File: config.mk
export PLATFORM = sky130hd
export DESIGN_NAME = alu_seq
export DESIGN_NICKNAME = d
export VERILOG_FILES = /design/src/rtl/alu_seq.sv
export SDC_FILE = /design/constraint.sdc
export NUM_CORES = 1
export LEC_CHECK = 0
export ABC_AREA = 1
export CAP_MARGIN = 25
export CORE_MARGIN = 2
export CORE_UTILIZATION = 50
export CTS_BUF_LIST = sky130_fd_sc_hd__clkbuf_8
export CTS_CLUSTER_DIAMETER = 80
export DETAILED_ROUTE_END_ITERATION = 8
export PLACE_DENSITY = 0.83
export SLEW_MARGIN = 20
export SYNTH_ARGS = -nofsm -noshare
export SYNTH_HDL_FRONTEND = slang
export SYNTH_SLANG_ARGS = --single-unit
File: constraint.sdc
create_clock -name clk -period 5.6 [get_ports clk]
set_input_delay 1.12 -clock clk [delete_from_list [all_inputs] [get_ports clk]]
set_output_delay 1.12 -clock clk [all_outputs]
set_load 0.03 [all_outputs]
File: src/rtl/alu_seq.sv
// alu_seq: multi-cycle XOR/ADD/SUB/MUL ALU with valid/ready handshakes and an iterative shift-add multiplier.
// Latency: 1 cycle for XOR/ADD/SUB, WIDTH step edges after accept for MUL; result held in DONE until out_ready.
// Optional flags (carry/ovf/zero) are built when macro ALU_SEQ_FLAGS_EN is defined.
module alu_seq #(
    parameter int WIDTH = 16
) (
    input  logic             clk,
    input  logic             rst_n,
    input  logic             in_valid,
    output logic             in_ready,
    input  logic [WIDTH-1:0] A,
    input  logic [WIDTH-1:0] B,
    input  logic [1:0]       opALU,
    output logic             out_valid,
    input  logic             out_ready,
    output logic [WIDTH-1:0] Rout,
    output logic [WIDTH-1:0] Rhi,
    output logic             busy
`ifdef ALU_SEQ_FLAGS_EN
    ,
    output logic             carry,
    output logic             ovf,
    output logic             zero
`endif
);
    localparam int CNT_W = $clog2(WIDTH + 1);

    typedef enum logic [1:0] {S_IDLE, S_MUL, S_DONE} state_t;

    state_t               state_q, state_d;
    logic [2*WIDTH-1:0]   a_q, a_d;
    logic [WIDTH-1:0]     b_q, b_d;
    logic [CNT_W-1:0]     cnt_q, cnt_d;
    logic [2*WIDTH-1:0]   acc_q, acc_d;
    logic                 accept, last_step, sub_c;
    logic [WIDTH-1:0]     bop, sum;

    assign accept    = (state_q == S_IDLE) && in_valid;
    assign last_step = (state_q == S_MUL) && (cnt_q == CNT_W'(WIDTH - 1));
    assign sub_c     = (opALU == 2'd3);
    assign bop       = sub_c ? ~B : B;

`ifdef ALU_SEQ_FLAGS_EN
    logic [WIDTH:0] sum_w;
    logic           carry_q, carry_d, ovf_q, ovf_d, zero_q, zero_d;
    assign sum_w = {1'b0, A} + {1'b0, bop} + {{WIDTH{1'b0}}, sub_c};
    assign sum   = sum_w[WIDTH-1:0];
    assign carry = carry_q;
    assign ovf   = ovf_q;
    assign zero  = zero_q;
`else
    assign sum = A + bop + {{(WIDTH-1){1'b0}}, sub_c};
`endif

    always_ff @(posedge clk) begin
        if (!rst_n) begin
            state_q <= S_IDLE;
            a_q     <= '0;
            b_q     <= '0;
            cnt_q   <= '0;
            acc_q   <= '0;
`ifdef ALU_SEQ_FLAGS_EN
            carry_q <= 1'b0;
            ovf_q   <= 1'b0;
            zero_q  <= 1'b0;
`endif
        end else begin
            state_q <= state_d;
            a_q     <= a_d;
            b_q     <= b_d;
            cnt_q   <= cnt_d;
            acc_q   <= acc_d;
`ifdef ALU_SEQ_FLAGS_EN
            carry_q <= carry_d;
            ovf_q   <= ovf_d;
            zero_q  <= zero_d;
`endif
        end
    end

    always_comb begin
        state_d = state_q;
        case (state_q)
            S_IDLE: if (in_valid) state_d = (opALU == 2'd2) ? S_MUL : S_DONE;
            S_MUL:  if (last_step) state_d = S_DONE;
            S_DONE: if (out_ready) state_d = S_IDLE;
            default: state_d = S_IDLE;
        endcase
    end

    // Multiplicand shifts left and multiplier shifts right, so each step only looks at b_q[0].
    always_comb begin
        a_d   = a_q;
        b_d   = b_q;
        cnt_d = cnt_q;
        acc_d = acc_q;
`ifdef ALU_SEQ_FLAGS_EN
        carry_d = carry_q;
        ovf_d   = ovf_q;
        zero_d  = zero_q;
`endif
        if (accept) begin
            a_d   = {{WIDTH{1'b0}}, A};
            b_d   = B;
            cnt_d = '0;
            case (opALU)
                2'd0:    acc_d = {{WIDTH{1'b0}}, A ^ B};
                2'd2:    acc_d = '0;
                default: acc_d = {{WIDTH{1'b0}}, sum};
            endcase
`ifdef ALU_SEQ_FLAGS_EN
            carry_d = 1'b0;
            ovf_d   = 1'b0;
            zero_d  = (acc_d == '0);
            if (opALU == 2'd1 || opALU == 2'd3) begin
                carry_d = sum_w[WIDTH];
                ovf_d   = (A[WIDTH-1] == bop[WIDTH-1]) && (sum[WIDTH-1] != A[WIDTH-1]);
            end
            if (opALU == 2'd2) zero_d = 1'b0;
`endif
        end else if (state_q == S_MUL) begin
            if (b_q[0]) acc_d = acc_q + a_q;
            a_d   = a_q << 1;
            b_d   = b_q >> 1;
            cnt_d = cnt_q + CNT_W'(1);
`ifdef ALU_SEQ_FLAGS_EN
            if (last_step) begin
                carry_d = (acc_d[2*WIDTH-1:WIDTH] != '0);
                ovf_d   = (acc_d[2*WIDTH-1:WIDTH] != '0);
                zero_d  = (acc_d == '0);
            end
`endif
        end
    end

    always_comb begin
        in_ready  = (state_q == S_IDLE);
        out_valid = (state_q == S_DONE);
        busy      = (state_q != S_IDLE);
    end

    assign Rout = acc_q[WIDTH-1:0];
    assign Rhi  = acc_q[2*WIDTH-1:WIDTH];
endmodule

==> out/qor.txt, run 1 <==
Post-DRT Antenna Nets: 0
Synth Flop Type: dfxtp_1
Final wirelength: 20100 µm
Drt initial violations: 599
Input/output buffers: 72
CP arrival: 4610 ps
CTS resizes: 0
Ratio of cells with drive above 1 in the final layout: 0.0369
Synth warnings: 0
Clock Latency Late Sink: 380 ps
Largest net degree at the start of global routing: 35
N_diodes: 0
Vias in the first global route: 6581
Hold violation count in the final report: 0
Layout area overhead: 15.6%
R2R Path Start: state_q[0]$_SDFFE_PN0P_
Max Clk Rate: 233 MHz
Syn Area/Cell: 6.28 µm²
Critical Path Fanout Max: 16
Register area: 1740 µm²
Fin worst setup slack: 1300 ps
FF-to-FF path depth: 8
DR vias: 7184
Synth area leader: dfxtp_1
Synthesized instance count: 1049
Area of the multi-input gates: 4360 µm²
Setup CP Type: input port to register
Die Span Y: 119 µm
IO Pins: 73
Req. time, crit path: 5910 ps
IR Drop Worst-Case VDD: 0.190 mV
CTS tree: done
Std cell rows: 41
Tot GR Track Use: 0.285
Total design power: 2.03 mW
Final-layout fill cell count: 1268
Final setup TNS: 0 ps
CTS clk-pin slew, worst paths: 90 ps
HP Start: b_q[15]$_SDFFE_PN0P_
Max transition margin: 0.425
CP startpoint: opALU[0]
CTS Buffer Depth: 2
Worst Hold Class: register to register
Distinct cells, synth: 41
Async set-reset flop share out of synthesis: 0
DR vias/cell: 5.60
Final setup violation count: 0
First-pass GRT wire length: 32500 µm
Num CTS Buffers: 9
Synth top area cells: dfxtp_1, nand2_1, ha_1
Final #Nets: 1194
RSZ-0062 raised after global routing: false
H-Tree Depth: 3
TritonRoute pass-1 iters: 5
Largest family of logic cells by synthesized area: simple AND/OR/NAND/NOR gates
Synth Area in Adders: 0.0972
Status: finished, final reports clean
Pin slew with the least headroom to its limit: 860 ps
Synth Area in Compound Gates: 0.191
Worst setup SP type: input port
Share of Yosys cell area claimed by the top area cell type: 0.264
EDFF count, synth: 0
Lkg Pwr: 3.30 nW
Simple-gate area share of the yosys netlist: 0.340
Min Tclk post-route: 4300 ps
Place WS: 949 ps
Worst reg2reg setup slack: 2980 ps
Starting Density: 0.518
Root Driver: clkbuf_8
CORE AREA: 12700 µm²
End of the critical path: acc_q[10]$_SDFFE_PN0P_
Post-synthesis mux area share: 0
Worst flop-to-flop path endpoint: acc_q[12]$_SDFFE_PN0P_
Seq/Total Area, Yosys: 0.264
Final HPWL DP: 15700 µm
Die area: 14100 µm²
Cts hold-fix bufs: 0
Routed len/inst: 15.7 µm
Setup Skew: 13.8 ps
Final worst path period share: 0.768
Pwr/cell area: 266 nW/µm²
# Max-Cap Violations: 0
Max-slew violations: 0
Initial antenna violation count: 0
Flops & latches, synth: 87
Synth Net Count: 1137
Synth Area in XOR/XNOR: 0.0332
GRT overflow: 0
Worst setup EP type: register
Synthesized area: 6590 µm²
Die Wd: 119 µm
DRC Markers: 0
Post-CTS setup buffers: 0
GPL Wtd Cong: 1.00
Num Clock Sinks: 87
kinds of logic (layout without fill, tap and decap cells):
logic type,Yosys count,count (layout)
compound gates,229,229
xor+xnor,25,25
fa+ha+maj,50,50
buf+inv,124,185
flops,87,87
simple gates,534,534
per-stage QoR:
step	hold slack (ps)	utilization	cells	instance area [µm²]
2_1_floorplan	440	-	1049	6590
3_3_place_gp	454	0.583	1267	7420
3_5_place_dp	459	0.583	1267	7420
4_1_cts	469	0.599	1282	7620
5_1_grt	497	0.599	1282	7620
6_report	468	0.599	1282	7620
worst max-delay path, stage by stage:
cell and delay [ps]:
clkdlybuf4s50_1 910, nand2_1 700, xnor2_1 340, fa_1 470
nand3_1 90, nand2_1 120, nand2_1 80, nand2_1 100
a21oi_1 210, inv_1 60, nand2_1 50, nand3_1 60
nand2_1 90, nand2_1 50, a21oi_1 140
registers in the layout, summed over array words and instances, names as in the netlist:
register and count:
state_q 2, a_q 32, b_q 16, acc_q 32, cnt_q 5
per-layer routing:
layer | routed length, µm | vias to the layer above | global-route usage
met5 | 0 | - | 0
met4 | 483 | 0 | 0.0938
met3 | 1380 | 39 | 0.0503
met2 | 9330 | 265 | 0.477
met1 | 8930 | 3262 | 0.371
li1 | - | 3618 | -
power breakdown:
group	switching, mW	total [mW]	internal [mW]
Sequential	0.0656	0.748	0.683
Combinational	0.539	0.822	0.283
Clock	0.243	0.460	0.217
area by class of cell:
type	count	share of cell area
multi-input cells	838	0.572
flip-flops and latches	87	0.229
repair buffers	77	0.0995
inverters	93	0.0461
well taps	172	0.0282
clock buffers	10	0.0181
clock inverters	5	0.00772
worst min path at each step:
stage / to / slack (ps) / cells after the start
after floorplan: b_q[15]$_SDFFE_PN0P_ / 440 / 2
after global placement: b_q[15]$_SDFFE_PN0P_ / 450 / 2
after detailed placement: b_q[15]$_SDFFE_PN0P_ / 460 / 2
after CTS: b_q[15]$_SDFFE_PN0P_ / 470 / 2
after global routing: b_q[15]$_SDFFE_PN0P_ / 500 / 2
final: b_q[15]$_SDFFE_PN0P_ / 470 / 2
cell usage in the layout, fill, tap and decap left out, types with 7 or more instances in the layout:
cell               n
inv_1             84
xnor2_1            7
a221oi_1          12
xor2_1            18
nand3_1           66
dfxtp_1           87
a21oi_1          116
o21ai_1           30
nand4_1            8
a31oi_1           24
clkdlybuf4s50_1   72
nor2_1            92
clkbuf_8          10
o21ai_0           35
nand3b_1          10
ha_1              48
nand2_1          329
synth_stat cells (13+ instances only):
cell,n
nand2_1,329
a21oi_1,116
nor2_1,93
dfxtp_1,87
inv_1,83
nand3_1,66
ha_1,48
o21ai_0,35
o21ai_1,30
a31oi_1,24
xor2_1,18
buf_2,14
clkbuf_1,13
Note: power is estimated with default switching activity, not from simulation.
==> inputs of run 2 (changes only) <==
==> constraint.sdc (replaced) <==
create_clock -name clk -period 4.05 [get_ports clk]
set_input_delay 0.81 -clock clk [delete_from_list [all_inputs] [get_ports clk]]
set_output_delay 0.81 -clock clk [all_outputs]
set_load 0.03 [all_outputs]
==> run 2 against run 1 <==
Against the previous run:
- final cell count rose by 0.31%
- first-iteration DRC count rose by 1.8%
- critical path depth did not move
- largest power group unchanged
==> out/qor.txt, run 2 (synthesis gave the netlist of run 1 again) <==
Drt initial violations: 610 (+1.8%)
Critical Path Fanout Max: 11 (-5)
Min Tclk post-route: 3340 ps
TritonRoute pass-1 iters: 5 (unchanged)
Die area: 14100 µm² (unchanged)
Fin util: 0.602 (+0.00305)
Layout area overhead: 16.2%
GRT overflow: 0 (unchanged)
Die Wd: 119 µm (unchanged)
CP Buf/Inv Count: 2 (unchanged)
CORE AREA: 12700 µm² (unchanged)
Final #Nets: 1197 (+0.25%)
Top delay family on crit path: simple AND/OR/NAND/NOR gates
Clock Latency Late Sink: 390 ps (about the same)
Max-slew violations: 0 (unchanged)
Most frequent cell on the critical path: nand2_1
Ratio of cells with drive above 1 in the final layout: 0.0404 (+0.00346)
Input/output buffers: 72 (unchanged)
Pwr/cell area: 371 nW/µm² (+39%)
IR Drop Worst-Case VDD: 0.259 mV (+36%)
Crit. path cell count: 15 (unchanged)
DR vias/cell: 5.64 (+0.59%)
CTS clk-pin slew, worst paths: 110 ps (+20 ps)
Worst setup SP type: input port
DR vias: 7249 (+0.90%)
Crit-path cells: clkdlybuf4s50_1, nand2_1, xnor2_1, fa_1, nand3_1, nand2_1, nand2_1, nand2_1, a21oi_1, inv_1, nand2_1, nand3_1, nand2_1, nand2_1, a21oi_1
CTS resizes: 0 (unchanged)
Vias in the first global route: 6817 (+3.6%)
# Max-Cap Violations: 0 (unchanged)
FF-to-FF path depth: 13 (+5)
Starting Density: 0.518 (unchanged)
Tot GR Track Use: 0.294 (+0.00873)
Final HPWL DP: 16000 µm (+2.1%)
Root Driver: clkbuf_8
Regs by FF count: a_q: 32 flops, acc_q: 32 flops, b_q: 16 flops
Worst reg2reg setup slack: 1800 ps (-1180 ps)
Hold violation count in the final report: 0 (unchanged)
DRC Markers: 0 (unchanged)
Die Span Y: 119 µm (unchanged)
Req. time, crit path: 4360 ps (-1550 ps)
Commonest non-fill, non-tap cell in the layout: nand2_1
RSZ-0062 raised after global routing: false
Status: finished, final reports clean
Largest stage delay on the critical path: 520 ps (-390 ps)
Initial antenna violation count: 0 (unchanged)
Worst Hold Depth: 2 (unchanged)
Lkg Pwr: 3.32 nW (+0.62%)
Std cell rows: 41 (unchanged)
Setup CP Type: input port to register
Critical Path Slowest Stage Cell: clkdlybuf4s50_1
GPL Wtd Cong: 1.01 (+0.33%)
Final-layout fill cell count: 1285 (+1.3%)
IO Pins: 73 (unchanged)
Post-CTS setup buffers: 0 (unchanged)
N_diodes: 0 (unchanged)
Routed len/inst: 15.9 µm (+1.4%)
Post-DRT Antenna Nets: 0 (unchanged)
Final wirelength: 20500 µm (+1.8%)
Setup Skew: 21.8 ps (+8.05 ps)
Final worst path period share: 0.824
Max Clk Rate: 300 MHz
Finished Layout Cells: 1286 (+0.31%)
Worst Hold Class: register to register
Final setup violation count: 0 (unchanged)
Cts hold-fix bufs: 0 (unchanged)
CP arrival: 3650 ps (-960 ps)
CTS Buffer Depth: 2 (unchanged)
H-Tree Depth: 3 (unchanged)
Largest net degree at the start of global routing: 41 (+17%)
Commonest non-fill, non-tap cells in the layout: nand2_1, a21oi_1, nor2_1
CTS tree: done
Final setup TNS: 0 ps (unchanged)
Num Clock Sinks: 87 (unchanged)
Worst setup EP type: register
Max transition margin: 0.568 (+0.142)
Num CTS Buffers: 9 (unchanged)
Cells after DPL: 1270 (+0.24%)
Pin slew with the least headroom to its limit: 647 ps (-213 ps)
First-pass GRT wire length: 33500 µm (+3.1%)
## run 2: cell type report
type | instances | area [µm²] | area share
Timing Repair Buffer | 80 | 781 | 0.102
Clock inverter | 5 | 63.8 | 0.00833
Inverter | 93 | 352 | 0.0459
Sequential cell | 87 | 1740 | 0.227
Multi-Input combinational cell | 838 | 4350 | 0.569
Tap cell | 172 | 215 | 0.0281
Clock buffer | 11 | 151 | 0.0198
## run 2: worst register-to-register path, delay by kind of cell (launching register included)
family / cells / cell delay [ps]
DFF: 1 / 340
adders and majority gates: 2 / 720
AOI/OAI and AO/OA: 2 / 290
and+or+nand+nor: 8 / 780
buffers and inverters: 1 / 60
## run 2: routing by layer
layer / part of all wire / GRT usage / up-vias
li1: - / - / 3622
met5: 0 / 0 / -
met1: 0.43 / 0.376 / 3312
met4: 0.038 / 0.129 / 0
met2: 0.46 / 0.485 / 265
met3: 0.064 / 0.0493 / 50
## run 2: per-stage QoR
| stage | hold WS, ps | setup WS, ps | instance area [µm²] | total power [mW] |
|---|---|---|---|---|
| 2_1_floorplan | 440 | 1150 | 6590 | 1.82 |
| 3_3_place_gp | 453 | 522 | 7440 | 2.16 |
| 5_1_grt | 497 | 534 | 7660 | 3.01 |
| 4_1_cts | 470 | 734 | 7660 | 2.83 |
| 3_5_place_dp | 459 | 379 | 7440 | 2.17 |
| 6_report | 473 | 714 | 7660 | 2.84 |
## run 2: worst paths after layout
path	start	endpoint
setup reg to reg	a_q[0]$_SDFFE_PN0P_	acc_q[14]$_SDFFE_PN0P_
setup / recovery	opALU[1]	acc_q[10]$_SDFFE_PN0P_
hold reg to reg	b_q[15]$_SDFFE_PN0P_	b_q[15]$_SDFFE_PN0P_
hold / removal	b_q[15]$_SDFFE_PN0P_	b_q[15]$_SDFFE_PN0P_
## run 2: report_power, final
part / leakage [nW] / internal, mW / total, mW / switching (mW)
combinational: 2.50 / 0.394 / 1.15 / 0.752
sequential: 0.709 / 0.944 / 1.03 / 0.0879
clock: 0.106 / 0.323 / 0.665 / 0.341
==> inputs of run 3 (changes only) <==
--- a/config.mk
+++ b/config.mk
@@ -12,7 +12,7 @@
 export CTS_BUF_LIST = sky130_fd_sc_hd__clkbuf_8
 export CTS_CLUSTER_DIAMETER = 80
 export DETAILED_ROUTE_END_ITERATION = 8
-export PLACE_DENSITY = 0.83
+export PLACE_DENSITY = 0.86
 export SLEW_MARGIN = 20
 export SYNTH_ARGS = -nofsm -noshare
 export SYNTH_HDL_FRONTEND = slang
==> constraint.sdc (replaced) <==
create_clock -name clk -period 2.9 [get_ports clk]
set_input_delay 0.58 -clock clk [delete_from_list [all_inputs] [get_ports clk]]
set_output_delay 0.58 -clock clk [all_outputs]
set_load 0.03 [all_outputs]
==> run 3 against run 2 <==
Against the previous run:
- utilization increased by 1.8 points
- final cell count up 2.3%
- clock power grew 35%
- final area increased by 3.0%
- register-to-register slack got worse by 1100 ps
- via count increased by 1.2%
- total power is 41% higher
- global-route usage fell by 0.23 points
- critical path depth rose by 1
- first-iteration DRC count shrank 5.1%
- combinational power up 44%
- largest cell class unchanged
==> out/qor.txt, run 3 (synthesis gave the netlist of run 1 again) <==
CP startpoint: opALU[0]
Routed len/inst: 15.4 µm (-3.0%)
Worst setup EP type: register
Top delay family on crit path: simple AND/OR/NAND/NOR gates
Register area: 1740 µm² (unchanged)
DR vias: 7336 (+1.2%)
Ratio of cells with drive above 1 in the final layout: 0.0656 (+0.0252)
CTS Buffer Depth: 2 (unchanged)
DR vias/cell: 5.57 (-1.1%)
Tot GR Track Use: 0.291 (-0.00227)
CP Buf/Inv Count: 3 (+1)
Lkg Pwr: 3.47 nW (+4.4%)
CP arrival: 2970 ps (-680 ps)
TritonRoute pass-1 iters: 7 (+2)
End of the critical path: acc_q[15]$_SDFFE_PN0P_
N_diodes: 0 (unchanged)
Worst reg2reg setup slack: 660 ps (-1140 ps)
Max-slew violations: 0 (unchanged)
Switching Share: 0.415 (-0.000538)
Final #Nets: 1227 (+2.5%)
Finished Layout Cells: 1316 (+2.3%)
Starting Density: 0.518 (unchanged)
Reg power frac: 0.360 (-0.003)
GRT overflow: 0 (unchanged)
Power share of the clock group: 0.225 (-0.009)
Num CTS Buffers: 9 (unchanged)
Die area: 14100 µm² (unchanged)
CTS resizes: 0 (unchanged)
Die Wd: 119 µm (unchanged)
IO Pins: 73 (unchanged)
Crit-path cells: clkdlybuf4s50_1, nand2_1, buf_12, xor2_1, ha_1, nand2_1, inv_1, a21oi_1, nand2_1, nand2_1, nand2_1, nand2_1, nand3_1, nand2_1, nand2_1, a21oi_1
First-pass GRT wire length: 33500 µm (-0.14%)
Largest stage delay on the critical path: 480 ps (-40 ps)
Worst flop-to-flop path endpoint: acc_q[22]$_SDFFE_PN0P_
Req. time, crit path: 3210 ps (-1150 ps)
Worst Hold Class: register to register
Max Clk Rate: 376 MHz
FF-to-FF path depth: 13 (unchanged)
Final HPWL DP: 16100 µm (+0.57%)
P_sw: 1.66 mW (+41%)
Critical Path Slowest Stage Cell: clkdlybuf4s50_1
Worst setup SP type: input port
Pwr/cell area: 507 nW/µm² (+37%)
Final wirelength: 20300 µm (-0.78%)
CORE AREA: 12700 µm² (unchanged)
Root Driver: clkbuf_8
Die Span Y: 119 µm (unchanged)
Hold violation count in the final report: 0 (unchanged)
Vias in the first global route: 6800 (-0.25%)
Input/output buffers: 72 (unchanged)
Regs by FF count: a_q: 32 flops, acc_q: 32 flops, b_q: 16 flops
H-Tree Depth: 3 (unchanged)
Most frequent cell on the critical path: nand2_1
Clock Latency Late Sink: 380 ps (about the same)
Area of the multi-input gates: 4350 µm² (unchanged)
Largest net degree at the start of global routing: 50 (+22%)
Cts hold-fix bufs: 0 (unchanged)
CTS tree: done
Initial antenna violation count: 0 (unchanged)
Num Clock Sinks: 87 (unchanged)
Layout area overhead: 19.7%
Post-CTS setup buffers: 0 (unchanged)
Placed Area: 7680 µm² (+3.2%)
Std cell rows: 41 (unchanged)
R2R Path Start: acc_q[0]$_SDFFE_PN0P_
Int Power: 2.34 mW (+41%)
Crit. path cell count: 16 (+1)
Final setup violation count: 0 (unchanged)
IR Drop Worst-Case VDD: 0.401 mV (+55%)
GPL Wtd Cong: 1.00 (-0.60%)
Final instance area: 7890 µm² (+3.0%)
Final worst path period share: 0.917
Setup Skew: 14.7 ps (-7.10 ps)
Min Tclk post-route: 2660 ps
Commonest non-fill, non-tap cell in the layout: nand2_1
CTS clk-pin slew, worst paths: 100 ps (about the same)
Logic pwr share: 0.415 (+0.012)
Status: finished, final reports clean
Commonest non-fill, non-tap cells in the layout: nand2_1, a21oi_1, nor2_1
Max transition margin: 0.546 (-0.0212)
Post-DRT Antenna Nets: 0 (unchanged)
Final-layout fill cell count: 1212 (-5.7%)
Cells after DPL: 1300 (+2.4%)
Setup CP Type: input port to register
# Max-Cap Violations: 0 (unchanged)
Total design power: 4.00 mW (+41%)
Critical Path Fanout Max: 8 (-3)
Pin slew with the least headroom to its limit: 680 ps (+32.6 ps)
RSZ-0062 raised after global routing: false
Drt initial violations: 579 (-5.1%)
DRC Markers: 0 (unchanged)
-- run 3: final cells by class --
cell class,count,area share
multi-input combinational,838,0.552
clock buffer,9,0.0157
timing repair buffer,110,0.129
tap,172,0.0273
clock inverter,7,0.0109
sequential,87,0.221
inverter,93,0.0446
-- run 3: worst min-delay path, cell delays in order (launching register included) --
cell and delay, ps:
dfxtp_1 320, nand2_1 60, a21oi_1 50
-- run 3: per-layer routing --
metal  part of all wire  routed length (µm)  track usage
met5                  0                   0            0
met4              0.025                 516       0.0863
met3              0.066                1340       0.0503
met2               0.48                9740        0.498
met1               0.43                8720        0.375
-- run 3: power by group through the flow --
stage	logic, mW	clock network [mW]	registers (mW)
2_1_floorplan	1.02	0	1.52
3_3_place_gp	1.62	0	1.46
3_5_place_dp	1.63	0	1.46
4_1_cts	1.64	0.909	1.44
5_1_grt	1.84	0.960	1.45
6_report	1.66	0.901	1.44
-- run 3: per-stage QoR --
step,setup slack [ps],util,hold WS [ps],setup TNS (ps)
floorplan,230,-,440,0
global placement,-62.3,0.604,453,-225
detailed placement,-103,0.604,463,-510
CTS,272,0.620,477,0
global route,73.4,0.620,498,0
finish,241,0.620,474,0
-- run 3: worst min path at each step --
stage,depth (start not counted),startpoint,slack [ps],to
after detailed placement,2,b_q[15]$_SDFFE_PN0P_,460,b_q[15]$_SDFFE_PN0P_
final,2,b_q[15]$_SDFFE_PN0P_,470,b_q[15]$_SDFFE_PN0P_
after global routing,2,b_q[8]$_SDFFE_PN0P_,500,b_q[8]$_SDFFE_PN0P_
after CTS,2,b_q[15]$_SDFFE_PN0P_,480,b_q[15]$_SDFFE_PN0P_
after global placement,2,b_q[15]$_SDFFE_PN0P_,450,b_q[15]$_SDFFE_PN0P_
after floorplan,2,b_q[15]$_SDFFE_PN0P_,440,b_q[15]$_SDFFE_PN0P_
